## src/rtl/uart_hex_rx.sv

```systemverilog
// UART 8N1 receiver feeding a line parser that accepts exactly ten hex characters
// terminated by LF and presents them as a 40-bit value.
module uart_hex_rx #(
    parameter int CLK_FREQ = 200_000_000,
    parameter int BAUD     = 115200
) (
    input  logic        clk,
    input  logic        rst,
    input  logic        rx,
    output logic [39:0] data,
    output logic        data_valid,
    output logic        line_error,
    output logic        busy
);

    localparam int          CLKS_PER_BIT = CLK_FREQ / BAUD;
    localparam logic [15:0] BIT_LAST     = 16'(CLKS_PER_BIT - 1);
    localparam logic [15:0] HALF_LAST    = 16'(CLKS_PER_BIT / 2 - 1);

    typedef enum logic [1:0] {IDLE, START, DATA, STOP} state_t;

    logic        rxMeta_q, rxSync_q;
    state_t      state_q, state_d;
    logic [15:0] clkCount_q, clkCount_d;
    logic [2:0]  bitIdx_q, bitIdx_d;
    logic [7:0]  shift_q, shift_d;
    logic        byteStrobe_q, byteStrobe_d;
    logic        frameErr_q, frameErr_d;
    logic [39:0] acc_q, acc_d;
    logic [3:0]  charCount_q, charCount_d;
    logic        lineErr_q, lineErr_d;
    logic [39:0] data_q, data_d;
    logic        isHex;
    logic [3:0]  nibble;

    // Synchronizer resets to the idle level so reset never looks like a start bit.
    always_ff @(posedge clk) begin
        if (rst) begin
            rxMeta_q <= 1'b1;
            rxSync_q <= 1'b1;
        end else begin
            rxMeta_q <= rx;
            rxSync_q <= rxMeta_q;
        end
    end

    always_ff @(posedge clk) begin
        if (rst) begin
            state_q      <= IDLE;
            clkCount_q   <= '0;
            bitIdx_q     <= '0;
            shift_q      <= '0;
            byteStrobe_q <= 1'b0;
            frameErr_q   <= 1'b0;
            acc_q        <= '0;
            charCount_q  <= '0;
            lineErr_q    <= 1'b0;
            data_q       <= '0;
        end else begin
            state_q      <= state_d;
            clkCount_q   <= clkCount_d;
            bitIdx_q     <= bitIdx_d;
            shift_q      <= shift_d;
            byteStrobe_q <= byteStrobe_d;
            frameErr_q   <= frameErr_d;
            acc_q        <= acc_d;
            charCount_q  <= charCount_d;
            lineErr_q    <= lineErr_d;
            data_q       <= data_d;
        end
    end

    // Bits arrive LSB first, so shifting in from the top leaves bit 0 at the bottom.
    always_comb begin
        state_d      = state_q;
        clkCount_d   = clkCount_q + 16'd1;
        bitIdx_d     = bitIdx_q;
        shift_d      = shift_q;
        byteStrobe_d = 1'b0;
        frameErr_d   = 1'b0;
        case (state_q)
            IDLE: begin
                clkCount_d = '0;
                if (!rxSync_q) state_d = START;
            end
            START: begin
                if (clkCount_q == HALF_LAST) begin
                    clkCount_d = '0;
                    bitIdx_d   = '0;
                    state_d    = rxSync_q ? IDLE : DATA;
                end
            end
            DATA: begin
                if (clkCount_q == BIT_LAST) begin
                    clkCount_d = '0;
                    shift_d    = {rxSync_q, shift_q[7:1]};
                    bitIdx_d   = bitIdx_q + 3'd1;
                    if (bitIdx_q == 3'd7) state_d = STOP;
                end
            end
            STOP: begin
                if (clkCount_q == BIT_LAST) begin
                    clkCount_d   = '0;
                    state_d      = IDLE;
                    byteStrobe_d = rxSync_q;
                    frameErr_d   = !rxSync_q;
                end
            end
            default: state_d = IDLE;
        endcase
    end

    always_comb begin
        isHex  = 1'b1;
        nibble = '0;
        if (shift_q >= 8'h30 && shift_q <= 8'h39)      nibble = 4'(shift_q - 8'h30);
        else if (shift_q >= 8'h41 && shift_q <= 8'h46) nibble = 4'(shift_q - 8'h37);
        else if (shift_q >= 8'h61 && shift_q <= 8'h66) nibble = 4'(shift_q - 8'h57);
        else                                           isHex  = 1'b0;
    end

    // Once a line is flagged bad, hex characters stop shifting so the flag decides the LF outcome.
    always_comb begin
        acc_d       = acc_q;
        charCount_d = charCount_q;
        lineErr_d   = lineErr_q;
        data_d      = data_q;
        data_valid  = 1'b0;
        line_error  = 1'b0;
        if (!rst) begin
            if (frameErr_q) begin
                lineErr_d = 1'b1;
            end else if (byteStrobe_q) begin
                if (shift_q == 8'h0A) begin
                    if (charCount_q == 4'd10 && !lineErr_q) begin
                        data_valid = 1'b1;
                        data_d     = acc_q;
                    end else begin
                        line_error = 1'b1;
                    end
                    acc_d       = '0;
                    charCount_d = '0;
                    lineErr_d   = 1'b0;
                end else if (shift_q != 8'h0D) begin
                    if (!isHex) begin
                        lineErr_d = 1'b1;
                    end else if (!lineErr_q) begin
                        if (charCount_q == 4'd10) begin
                            lineErr_d = 1'b1;
                        end else begin
                            acc_d       = {acc_q[35:0], nibble};
                            charCount_d = charCount_q + 4'd1;
                        end
                    end
                end
            end
        end
    end

    assign data = data_valid ? acc_q : data_q;
    assign busy = (state_q != IDLE);

endmodule

```

## config.mk

```make
export PLATFORM = sky130hd
export DESIGN_NAME = uart_hex_rx
export DESIGN_NICKNAME = d
export VERILOG_FILES = /design/src/rtl/uart_hex_rx.sv
export SDC_FILE = /design/constraint.sdc
export NUM_CORES = 1
export LEC_CHECK = 0
export ABC_CLOCK_PERIOD_IN_PS = 2600
export BUFFER_PORTS_ARGS = -buffer_cell sky130_fd_sc_hd__buf_2
export CAP_MARGIN = 20
export CORE_ASPECT_RATIO = 0.8
export CORE_MARGIN = 4
export CORE_UTILIZATION = 42
export DETAILED_ROUTE_END_ITERATION = 16
export HOLD_SLACK_MARGIN = 0.08
export SLEW_MARGIN = 0
export SYNTH_ARGS = -nofsm -noshare
export SYNTH_HDL_FRONTEND = slang
export SYNTH_SLANG_ARGS = --single-unit
```

## constraint.sdc

```tcl
create_clock -name clk -period 2.6 [get_ports clk]
set_input_delay 0.52 -clock clk [delete_from_list [all_inputs] [get_ports clk]]
set_output_delay 0.52 -clock clk [all_outputs]
set_load 0.03 [all_outputs]
```

; ---- Word-level counts from Yosys, hierarchy flattened
; Index checks and enable logic that the tools add are counted.
[word_totals]
regBits = 118
out_inout_bits = 43
[op_classes]
addsub = 6
n_lt_le_gt_ge = 6
n_eq_ne = 16
n_mux = 47
bitwise_logic = 3
n_reduce_logical = 21
[op_table]
columns = operator, count
row1 = $mux 40, 6
row2 = $pmux 16 s3, 1
row3 = $mux 16, 2
row4 = $mux 4, 8
row5 = $mux 1, 20
row6 = $add 16x1->16 const B, 1
row7 = $eq 16x10->1 const B, 1
row8 = $eq 16x11->1 const B, 1
row9 = $ge 8x7->1 const B, 2
row10 = $le 8x7->1 const B, 2
row11 = $mux 2, 6
row12 = $ne 2x2->1 const B, 6
row13 = $reduce_bool 2->1, 5
row14 = $eq 8x4->1 const B, 1
row15 = $ge 8x6->1 const B, 1
row16 = $le 8x6->1 const B, 1
row17 = $ne 8x4->1 const B, 1
row18 = $pmux 2 s4, 1
row19 = $sub 4x3->4 const B, 2
row20 = $mux 3, 2
row21 = $pmux 3 s2, 1
row22 = $reduce_and 6->1, 1
row23 = $reduce_and 5->1, 1
row24 = $add 4x1->4 const B, 1
row25 = 17 further kinds, 25

; ---- Logic depth before layout (Yosys ltp)
[logic_depth]
ltp_word = 10
mapped_depth = 9
mapped_depth_nobuf = 7

; ---- Worst setup path before layout
; Ideal clock, no wire load.
[synth_timing]
kind = reg2out
from = reg shift_q[7]
to = out data_valid
t_arrival_ps = 2018
slack_ps = 62
stages_incl_launch_ff = 4
path_buffers = 0
cell_sequence = dfxtp_1 nor4_1 nand4b_1 nor4_1
[synth_between]
elab_chain_len = 5
[synth_lines]
columns = item, line
row1 = "start, declared", 26  ; logic [7:0] shift_q, shift_d;
row2 = "start signal, assigned", 63  ; shift_q <= shift_d;
row3 = $eq 8x4->1, 134  ; if (shift_q == 8'h0A) begin
row4 = $mux 1, 134
row5 = $mux 1, 133  ; end else if (byteStrobe_q) begin
row6 = $mux 1, 131  ; if (frameErr_q) begin
row7 = $mux 1, 130  ; if (!rst) begin
row8 = "end, declared", 11  ; output logic data_valid,
; No other way between the ends.

; ---- Worst setup path in the final report
[layout_timing]
from = reg shift_q[5]
to = out data[26]
[layout_between]
elab_chain_len = 6
[layout_lines]
columns = item, line
row1 = $eq 8x4->1, 134
row2 = $mux 1, 134
row3 = $mux 1, 133
row4 = $mux 1, 131
row5 = $mux 1, 130
row6 = $mux 40, 160  ; assign data = data_valid ? acc_q : data_q;
row7 = "end, declared", 10  ; output logic [39:0] data,
; No other way between the ends.

==> run_results.csv <==
group,metric,value,unit
run_status,outcome,"finished clean",
cells_and_area,postLayoutCellArea,0.00681,mm2
logic_synthesis,ys_warn_count,0,
cells_and_area,area_growth,38.1,%
critical_path,cp-start-kind,"flip-flop",
drt,drc_errors,0,
logic_synthesis,synth_edf_count,0,
cells_and_area,diodes,0,
logic_synthesis,yosysTopAreaCell,"dfxtp_1",
drt,wl_per_cell,15.9,um
clocking,clkTransAtPathRegs,50,ps
clocking,clock_latency,410,ps
cells_and_area,drive_above_1_share,33.8,%
logic_synthesis,synth_seq_cells,118,
placed_design,dp.cells,717,
timing,setup_viol,0,
logic_synthesis,async_flop_share,0,%
logic_synthesis,synth_seq_area_share,47.9,%
drt,vias,4111,
drt,drtPass1Iterations,4,
flow_run,drv_cap,0,
placed_design,gp_congestion,0.821,
cells_and_area,fillCellCount,971,
timing,period_share,99.3,%
grt,grt_pass1_wl,19000,um
power,leakage,2.95,nW
timing,max_slew_margin,37.3,%
critical_path,slowest_delay,360,ps
critical_path,critPathArrivalTime,2060,ps
timing,min_period,2580,ps
clocking,cts_buffers,17,
cells_and_area,layout_commonest_cell,"dfxtp_1",
clocking,cts_root_buffer,"clkbuf_16",
die,fp.dieW,129,um
critical_path,critPathSlowestCell,"dfxtp_4",
timing,max_freq,0.387,GHz
clocking,cts.sinks,118,
timing,hold_slack,300,ps
clocking,htreeDepth,4,
cells_and_area,mostFrequentLayoutCells,"dfxtp_1, a22o_1, nand2_1",
critical_path,path_class,"reg -> out",
die,initial_utilization,42.8,%
drt,drtIter0Drc,269,
critical_path,crit_chain,"nor4b_4 -> and3_4 -> and3_4 -> clkbuf_16 -> nand2_1 -> nand2_1 -> buf_6",
critical_path,path_delay_family,"simple AND/OR/NAND/NOR gates",
placed_design,hpwlAfterDp,6820,um
die,die_h,105,um
logic_synthesis,yosysTopAreaCellShare,47.9,%
timing,rsz0062_at_grt,"true",
die,die-area,0.0135,mm2
min_path,hp-class,"in -> reg",
critical_path,cp_num_buf_inv,2,
grt,overflow,0,
critical_path,path_max_fanout,8,
power,powerDensity,631,mW/mm2
clocking,cts_tree,"yes",
die,core-area,0.0115,mm2
grt,grt_use_total,17.5,%
logic_synthesis,yosys-top-cells-area,"dfxtp_1, a22o_1, nand2_1",
drt,wl,12200,um
logic_synthesis,yosysUniqueCellTypes,50,
timing,hold_viol_final,0,
grt,antenna_found_initial,0,
logic_synthesis,syn_area_per_cell,9.10,um2
placed_design,placed_cell_area,0.00538,mm2
critical_path,cp.required,2080,ps
die,ios,46,
logic_synthesis,syn-num-nets,554,
cells_and_area,layout.cells.non_filler,767,
timing,slew_violations,0,
logic_synthesis,synth.cell_area,0.00493,mm2
drt,antenna_left,0,
clocking,cts_hold_buf,0,
clocking,clk_path_buf_depth,2,
critical_path,cp-end-kind,"primary output",
logic_synthesis,postSynthCellCount,542,
grt,grt_pass1_vias,3754,
timing,clock_skew,7.45,ps
logic_synthesis,synth_top_flop_cell,"dfxtp_1",
drt,routed_via_density,5.36,
cells_and_area,final_nets,618,
timing,worstMarginPinSlew,933,ps
placed_design,io_buffers,45,
die,fp-row-count,35,
power,ir_drop,0.485,mV
grt,grt_max_degree,41,
==> layout make-up <==
| class | count | area, um2 | area share (%) |
|---|---|---|---|
| clock inverters | 11 | 146 | 2.15 |
| well taps | 148 | 185 | 2.72 |
| multi-input cells | 380 | 2680 | 39.3 |
| flip-flops and latches | 118 | 2370 | 34.9 |
| clock buffers | 21 | 470 | 6.91 |
| inverters | 8 | 30.0 | 0.441 |
| repair buffers | 81 | 928 | 13.6 |
==> worst paths after layout <==
path,from,end,slack (ps),depth (start not counted)
worst min-delay path,rx,rxMeta_q,300,2
worst max register to register,shift_q[0],acc_q[4],250,8
worst min register to register,rxMeta_q,rxSync_q,420,1
worst max-delay path,shift_q[5],data[26],20,7
==> cell usage after synthesis (6+ instances only) <==
library cell,number
a21oi_1,6
a22o_1,79
buf_2,13
clkbuf_1,21
dfxtp_1,118
ha_1,9
inv_1,8
mux2i_1,8
nand2_1,137
nand3_1,14
nor2_1,37
xor2_1,11
==> cells by family (layout without fill, tap and decap cells) <==
logic type      after synthesis  count (layout)  synth area share, %
compound gates              103             103                 17.8
xor+xnor                     15              15                 2.66
fa+ha+maj                     9               9                 2.28
buf+inv                      44             121                 3.83
flops                       118             118                 47.9
mux                          12              12                 2.54
simple gates                241             241                 23.0
==> routing by layer <==
| metal | vias up | GRT usage, % | share of wire (%) |
|---|---|---|---|
| li1 | 2047 | - | - |
| met1 | 1974 | 25.2 | 50 |
| met2 | 78 | 24.9 | 45 |
| met3 | 12 | 4.34 | 4.3 |
| met4 | 0 | 6.75 | 0.84 |
| met5 | - | 0 | 0 |
==> state kept, by name, summed over array words and instances (netlist names), named ones only <==
register      count
rxSync_q          1
lineErr_q         1
frameErr_q        1
state_q           1
byteStrobe_q      1
clkCount_q       16
data_q           40
charCount_q       4
bitIdx_q          3
shift_q           8
acc_q            40
rxMeta_q          1
==> where the power goes <==
part           switching (mW)  internal, mW
Combinational          0.0439        0.0213
Clock                   0.828          1.58
Sequential            0.00730          1.81
==> what timing repair did <==
action | CTS | global route
setup buffers | 2 | 10
gates resized for setup | 58 | 124
setup endpoints to repair | 42 | 42
gates cloned | 3 | 3
pin swaps | 3 | 47
==> metrics by stage <==
step                      util [%]  power, mW  setup WS (ps)  TNS [ps]
after floorplan                  -       1.90           62.2         0
after global placement        46.7       1.92            256         0
after detailed placement      46.7       1.92            215         0
after CTS                     54.4       4.34           9.25         0
after global routing          59.1       4.44          -72.7     -1470
final                         59.1       4.30           17.4         0
No activity file was read; power rests on OpenSTA's default activity.
